[src/rtl/hilo_divider_if.sv]
// Execute-stage <-> divider handshake plus the result/write-enable bundle
// feeding the enable-gated HI/LO registers.
interface hilo_divider_if #(
  parameter int WIDTH = 32
);
  logic             start;
  logic             is_signed;
  logic [WIDTH-1:0] opA;
  logic [WIDTH-1:0] opB;
  logic             stall;
  logic             busy;
  logic             done;
  logic [WIDTH-1:0] lo_out;
  logic [WIDTH-1:0] hi_out;
  logic             lo_en;
  logic             hi_en;

  modport master (
    output start, is_signed, opA, opB,
    input  stall, busy, done, lo_out, hi_out, lo_en, hi_en
  );

  modport slave (
    input  start, is_signed, opA, opB,
    output stall, busy, done, lo_out, hi_out, lo_en, hi_en
  );
endinterface

[src/rtl/hilo_divider.sv]
// Iterative restoring divider producing quotient (LO) and remainder (HI)
// with one-cycle write-enable pulses; stalls the pipeline while running.
module hilo_divider #(
  parameter int WIDTH = 32,
  parameter int CNTW  = 6
) (
  input  logic          clk,
  input  logic          resetn,
  hilo_divider_if.slave bus
);

  typedef enum logic [1:0] {IDLE = 2'd0, RUN = 2'd1, FIX = 2'd2} state_t;

  state_t           state;
  logic [CNTW-1:0]  cnt;
  logic [WIDTH-1:0] rem;
  logic [WIDTH-1:0] quo;
  logic [WIDTH-1:0] dvs;
  logic [WIDTH-1:0] raw_a;
  logic [WIDTH-1:0] lo_r;
  logic [WIDTH-1:0] hi_r;
  logic             neg_q;
  logic             neg_r;
  logic             div0;
  logic             busy_r;
  logic             done_r;

  logic [WIDTH:0]   partial;
  logic [WIDTH-1:0] sub;
  logic             take;

  function automatic logic [WIDTH-1:0] neg2(input logic [WIDTH-1:0] v);
    return '0 - v;
  endfunction

  function automatic logic [WIDTH-1:0] mag(input logic [WIDTH-1:0] v, input logic sgn);
    return (sgn & v[WIDTH-1]) ? neg2(v) : v;
  endfunction

  // (WIDTH+1)-bit trial: since rem < dvs, a set top bit of the shifted
  // partial always exceeds the divisor, and the difference fits in WIDTH bits.
  assign partial = {rem, quo[WIDTH-1]};
  assign take    = partial[WIDTH] | (partial[WIDTH-1:0] >= dvs);
  assign sub     = partial[WIDTH-1:0] - dvs;

  assign bus.stall  = (bus.start & (state == IDLE)) | busy_r;
  assign bus.busy   = busy_r;
  assign bus.done   = done_r;
  assign bus.lo_en  = done_r;
  assign bus.hi_en  = done_r;
  assign bus.lo_out = lo_r;
  assign bus.hi_out = hi_r;

  always_ff @(posedge clk) begin
    if (!resetn) begin
      state  <= IDLE;
      cnt    <= '0;
      rem    <= '0;
      quo    <= '0;
      dvs    <= '0;
      raw_a  <= '0;
      lo_r   <= '0;
      hi_r   <= '0;
      neg_q  <= 1'b0;
      neg_r  <= 1'b0;
      div0   <= 1'b0;
      busy_r <= 1'b0;
      done_r <= 1'b0;
    end else begin
      done_r <= 1'b0;
      case (state)
        IDLE: begin
          if (bus.start) begin
            quo    <= mag(bus.opA, bus.is_signed);
            dvs    <= mag(bus.opB, bus.is_signed);
            rem    <= '0;
            neg_q  <= bus.is_signed & (bus.opA[WIDTH-1] ^ bus.opB[WIDTH-1]);
            neg_r  <= bus.is_signed & bus.opA[WIDTH-1];
            div0   <= (bus.opB == '0);
            raw_a  <= bus.opA;
            cnt    <= CNTW'(WIDTH);
            busy_r <= 1'b1;
            state  <= RUN;
          end
        end
        RUN: begin
          rem <= take ? sub : partial[WIDTH-1:0];
          quo <= {quo[WIDTH-2:0], take};
          cnt <= cnt - CNTW'(1);
          if (cnt == CNTW'(1)) state <= FIX;
        end
        FIX: begin
          // Divide-by-zero reports all-ones / raw dividend regardless of signedness.
          if (div0) begin
            lo_r <= '1;
            hi_r <= raw_a;
          end else begin
            lo_r <= neg_q ? neg2(quo) : quo;
            hi_r <= neg_r ? neg2(rem) : rem;
          end
          done_r <= 1'b1;
          busy_r <= 1'b0;
          state  <= IDLE;
        end
        default: state <= IDLE;
      endcase
    end
  end

endmodule

[src/flat_wrapper.sv]
// flat-port wrapper written by rule: the top's interface ports become plain ports
module hilo_divider_flat 
#(
  parameter int WIDTH = 32,
  parameter int CNTW  = 6
)
  (clk, resetn, bus_start, bus_is_signed, bus_opA, bus_opB, bus_stall, bus_busy, bus_done, bus_lo_out, bus_hi_out, bus_lo_en, bus_hi_en);
  hilo_divider_if #(.WIDTH(WIDTH)) bus_i ();
  input  logic clk;
  input  logic resetn;
  input wire logic [$bits(bus_i.start)-1:0] bus_start;
  input wire logic [$bits(bus_i.is_signed)-1:0] bus_is_signed;
  input wire logic [$bits(bus_i.opA)-1:0] bus_opA;
  input wire logic [$bits(bus_i.opB)-1:0] bus_opB;
  output wire logic [$bits(bus_i.stall)-1:0] bus_stall;
  output wire logic [$bits(bus_i.busy)-1:0] bus_busy;
  output wire logic [$bits(bus_i.done)-1:0] bus_done;
  output wire logic [$bits(bus_i.lo_out)-1:0] bus_lo_out;
  output wire logic [$bits(bus_i.hi_out)-1:0] bus_hi_out;
  output wire logic [$bits(bus_i.lo_en)-1:0] bus_lo_en;
  output wire logic [$bits(bus_i.hi_en)-1:0] bus_hi_en;
  assign bus_i.start = bus_start;
  assign bus_i.is_signed = bus_is_signed;
  assign bus_i.opA = bus_opA;
  assign bus_i.opB = bus_opB;
  assign bus_stall = bus_i.stall;
  assign bus_busy = bus_i.busy;
  assign bus_done = bus_i.done;
  assign bus_lo_out = bus_i.lo_out;
  assign bus_hi_out = bus_i.hi_out;
  assign bus_lo_en = bus_i.lo_en;
  assign bus_hi_en = bus_i.hi_en;
  hilo_divider #(.WIDTH(WIDTH), .CNTW(CNTW)) u_core (.clk(clk), .resetn(resetn), .bus(bus_i));
endmodule
[config.mk]
export PLATFORM = sky130hd
export DESIGN_NAME = hilo_divider_flat
export DESIGN_NICKNAME = d
export VERILOG_FILES = /design/src/rtl/hilo_divider_if.sv /design/src/rtl/hilo_divider.sv /design/src/flat_wrapper.sv
export SDC_FILE = /design/constraint.sdc
export NUM_CORES = 1
export LEC_CHECK = 0
export CAP_MARGIN = 20
export CORE_ASPECT_RATIO = 0.6
export CORE_MARGIN = 1
export CORE_UTILIZATION = 38
export DETAILED_ROUTE_END_ITERATION = 10
export DONT_BUFFER_PORTS = 1
export PLACE_DENSITY_LB_ADDON = 0.1
export SETUP_SLACK_MARGIN = 0.2
export SLEW_MARGIN = 5
export SYNTH_ARGS = -nofsm -noshare
export SYNTH_HDL_FRONTEND = slang
export SYNTH_SLANG_ARGS = --single-unit
[constraint.sdc]
create_clock -name clk -period 8.1 [get_ports clk]
set_input_delay 0.81 -clock clk [delete_from_list [all_inputs] [get_ports clk]]
set_output_delay 0.81 -clock clk [all_outputs]
set_load 0.01 [all_outputs]
==> summary.txt <==
Run status
  • Status: complete, no violations

Routing
  • Via count: 11.02k
  • First-pass DRT Iterations: 7
  • DR DRC count: 0
  • WL met2: 14240 um
  • Iter 0 DRT Violations: 1028
  • Via-to-Cell Ratio: 5.735
  • WL/cell: 19.62 um
  • WL final: 37710 um
  • Met1 wire length: 20290 um
  • Top Metal Used: met4
  • Post-route ant nets: 0
  • Routed met3 length: 2657 um

Timing
  • # setup viols final: 0
  • Slew Limit Headroom: 0.2148
  • Unrepaired setup endpoints after global routing: false
  • Crit path time final: 3653 ps
  • Final Max Slew Viols: 0
  • Worst-Margin Slew: 1167 ps
  • Highest Clock Rate: 273.8 MHz
  • Setup TNS: 0 ps
  • WHS: 412.6 ps
  • Final period util: 0.4510
  • Setup Skew: 12.13 ps
  • Hold Fails Final Rpt: 0

Clock tree
  • CTS tree: built
  • Clock sink count: 205
  • Worst-path clk slew: 70 ps
  • Clock Latency Late Sink: 520 ps
  • # hold bufs at CTS: 0
  • Num CTS Buffers: 22
  • Post-CTS sizing: 0
  • Setup Buffers After CTS: 0
  • Maximum clock path buffer count: 3
  • Root Driver: clkbuf_16
  • H-tree depth: 1

Worst setup path
  • CP Class: reg -> reg
  • CP arrival: 4100 ps
  • Type of origin of the critical path: flip-flop
  • Crit path required time: 8540 ps
  • Max FO, Critical Path: 7
  • Cell-by-cell trace of the critical path: ha_1 > nor2b_1 > o21ai_0 > a21oi_1 > o21ai_0 > o21ai_0 > a31oi_1 > o21ai_0 > o221ai_1 > mux2_2 > o21ai_0
  • Cell seen most often among critical-path stages: o21ai_0
  • CP peak stage delay: 540 ps
  • Crit end category: flip-flop
  • Max stage delay cell, worst path: o21ai_0

Global routing
  • Overflow after GRT: 0
  • Initial antenna violation count: 0
  • Number of global-route vias before repair: 10.17k
  • Largest net degree at the start of global routing: 73
  • Total GRT Usage: 0.2341
  • First-pass GRT wire length: 59480 um

Floorplan
  • Die footprint: 31810 um2
  • Starting Density: 0.3907
  • Row count: 49
  • Placeable Area: 30230 um2
  • I/O Pins: 137
  • Chip Width: 229.6 um
  • Die Span Y: 138.6 um

Cells and area
  • Commonest non-fill, non-tap cell in the layout: nand2_1
  • Highest-count cells in the layout ignoring fill and taps: nand2_1, dfxtp_1, a21oi_1
  • # nets final: 1608
  • Fillers: 3071
  • Final Non-Filler Cells: 1922
  • Ant diodes: 0
  • Synthesis-to-layout area growth: 8.475%
  • Util after Layout: 0.4239
  • Share of layout cells above drive strength 1: 0.04756

Place
  • Hpwl dp: 27380 um
  • Port Buffers: 0
  • Cell count after placement: 1884
  • GPL Wtd Cong: 0.9124

Synthesis
  • Post-synth EDFFs: 0
  • YS warnings: 0
  • Syn nets: 1670
  • Number of synthesized register bits: 205
  • Post-synthesis cell type count: 63
  • Cells after Synth: 1563
  • Synthesized area: 11810 um2
  • Register area share after synthesis: 0.3475
  • Synth Flop Type: dfxtp_1
  • Synth Area per Inst: 7.556 um2
  • Post-synth ARST share: 0

Power and ir drop
  • Pwr dens: 212.3 nW/um2
  • Peak supply drop: 0.0001335 V
  • Leak: 4.642 nW

Min path
  • Worst min path class: in -> reg

Job
  • Max_cap viols: 0
==> state kept, by name, summed over array words and instances (netlist names), 2 cells and up <==
register and count:
u_core.raw_a 32, u_core.rem 32, u_core.state 2, u_core.cnt 6, u_core.quo 32, u_core.bus.hi_out 32, u_core.bus.lo_out 32, u_core.dvs 32
==> cells in the mapped netlist (all sizes together), types with 6 or more instances <==
cell type | number | area share
a211oi | 28 | 0.018
a21o | 15 | 0.0095
a21oi | 187 | 0.079
a221oi | 12 | 0.0089
a22oi | 20 | 0.013
a311oi | 6 | 0.0044
a31oi | 7 | 0.0037
a32oi | 13 | 0.0096
and2 | 8 | 0.0042
and3 | 7 | 0.0037
buf | 13 | 0.0049
clkbuf | 86 | 0.027
dfxtp | 205 | 0.35
ha | 38 | 0.040
inv | 53 | 0.017
nand2 | 279 | 0.089
nand2b | 9 | 0.0048
nand3 | 10 | 0.0042
nand4 | 6 | 0.0032
nor2 | 99 | 0.031
nor2b | 12 | 0.0064
nor3 | 19 | 0.0081
nor4 | 12 | 0.0074
o21ai | 158 | 0.067
o31ai | 27 | 0.017
o41ai | 15 | 0.012
or3 | 12 | 0.0068
or4 | 21 | 0.014
xnor2 | 49 | 0.036
xor2 | 86 | 0.064
==> kinds of logic after synthesis <==
logic type	count (synthesis)	synth area share
and+or+nand+nor	510	0.1942
DFF	205	0.3475
muxes	7	0.006145
adders and majority gates	39	0.04195
xor gates and xnor gates	135	0.1001
buffers and inverters	153	0.04937
AOI/OAI and AO/OA	514	0.2607
==> stage by stage <==
step	power, mW	area, um2	setup WS (ps)
finish	2.720	12810	4447
global route	2.852	12810	4223
CTS	2.733	12800	4581
detailed placement	1.684	12070	4620
global placement	1.685	12070	4657
floorplan	1.541	11810	4835
==> worst paths after layout <==
path	slack, ps	cells after the start	startpoint	end
hold / removal	410	1	resetn	u_core.cnt[2]$_SDFFE_PN0P_
setup / recovery	4450	11	u_core.rem[1]$_SDFFE_PN0P_	u_core.rem[30]$_SDFFE_PN0P_
setup reg to reg	4450	11	u_core.rem[1]$_SDFFE_PN0P_	u_core.rem[30]$_SDFFE_PN0P_
hold reg to reg	450	2	u_core.raw_a[0]$_SDFFE_PN0P_	u_core.raw_a[0]$_SDFFE_PN0P_
==> layout make-up <==
class / instances / area, um2 / area share
multi-input cells: 1205 / 7158 / 0.5587
repair buffers: 13 / 105.1 / 0.008204
flip-flops and latches: 205 / 4105 / 0.3204
clock inverters: 5 / 77.57 / 0.006055
well taps: 408 / 510.5 / 0.03985
clock buffers: 32 / 649.4 / 0.05069
inverters: 54 / 205.2 / 0.01602
==> report_power, final <==
part / internal [mW] / total (mW) / switching, mW
Sequential: 1.06 / 1.12 / 0.0583
Clock: 0.617 / 1.04 / 0.427
Combinational: 0.203 / 0.556 / 0.353
==> layer usage <==
| layer | vias to the layer above | GRT usage |
|---|---|---|
| met5 | - | 0 |
| met4 | 0 | 0.03684 |
| met3 | 37 | 0.04441 |
| met2 | 308 | 0.3094 |
| met1 | 5278 | 0.3840 |
| li1 | 5399 | - |
==> critical path, delay by kind of cell, from the launching register on <==
kind / cells / cell delay, ps
AOI/OAI and AO/OA: 8 / 2270
DFF: 1 / 480
muxes: 1 / 360
and+or+nand+nor: 1 / 160
adders and majority gates: 1 / 320
No activity file was read; power rests on OpenSTA's default activity.
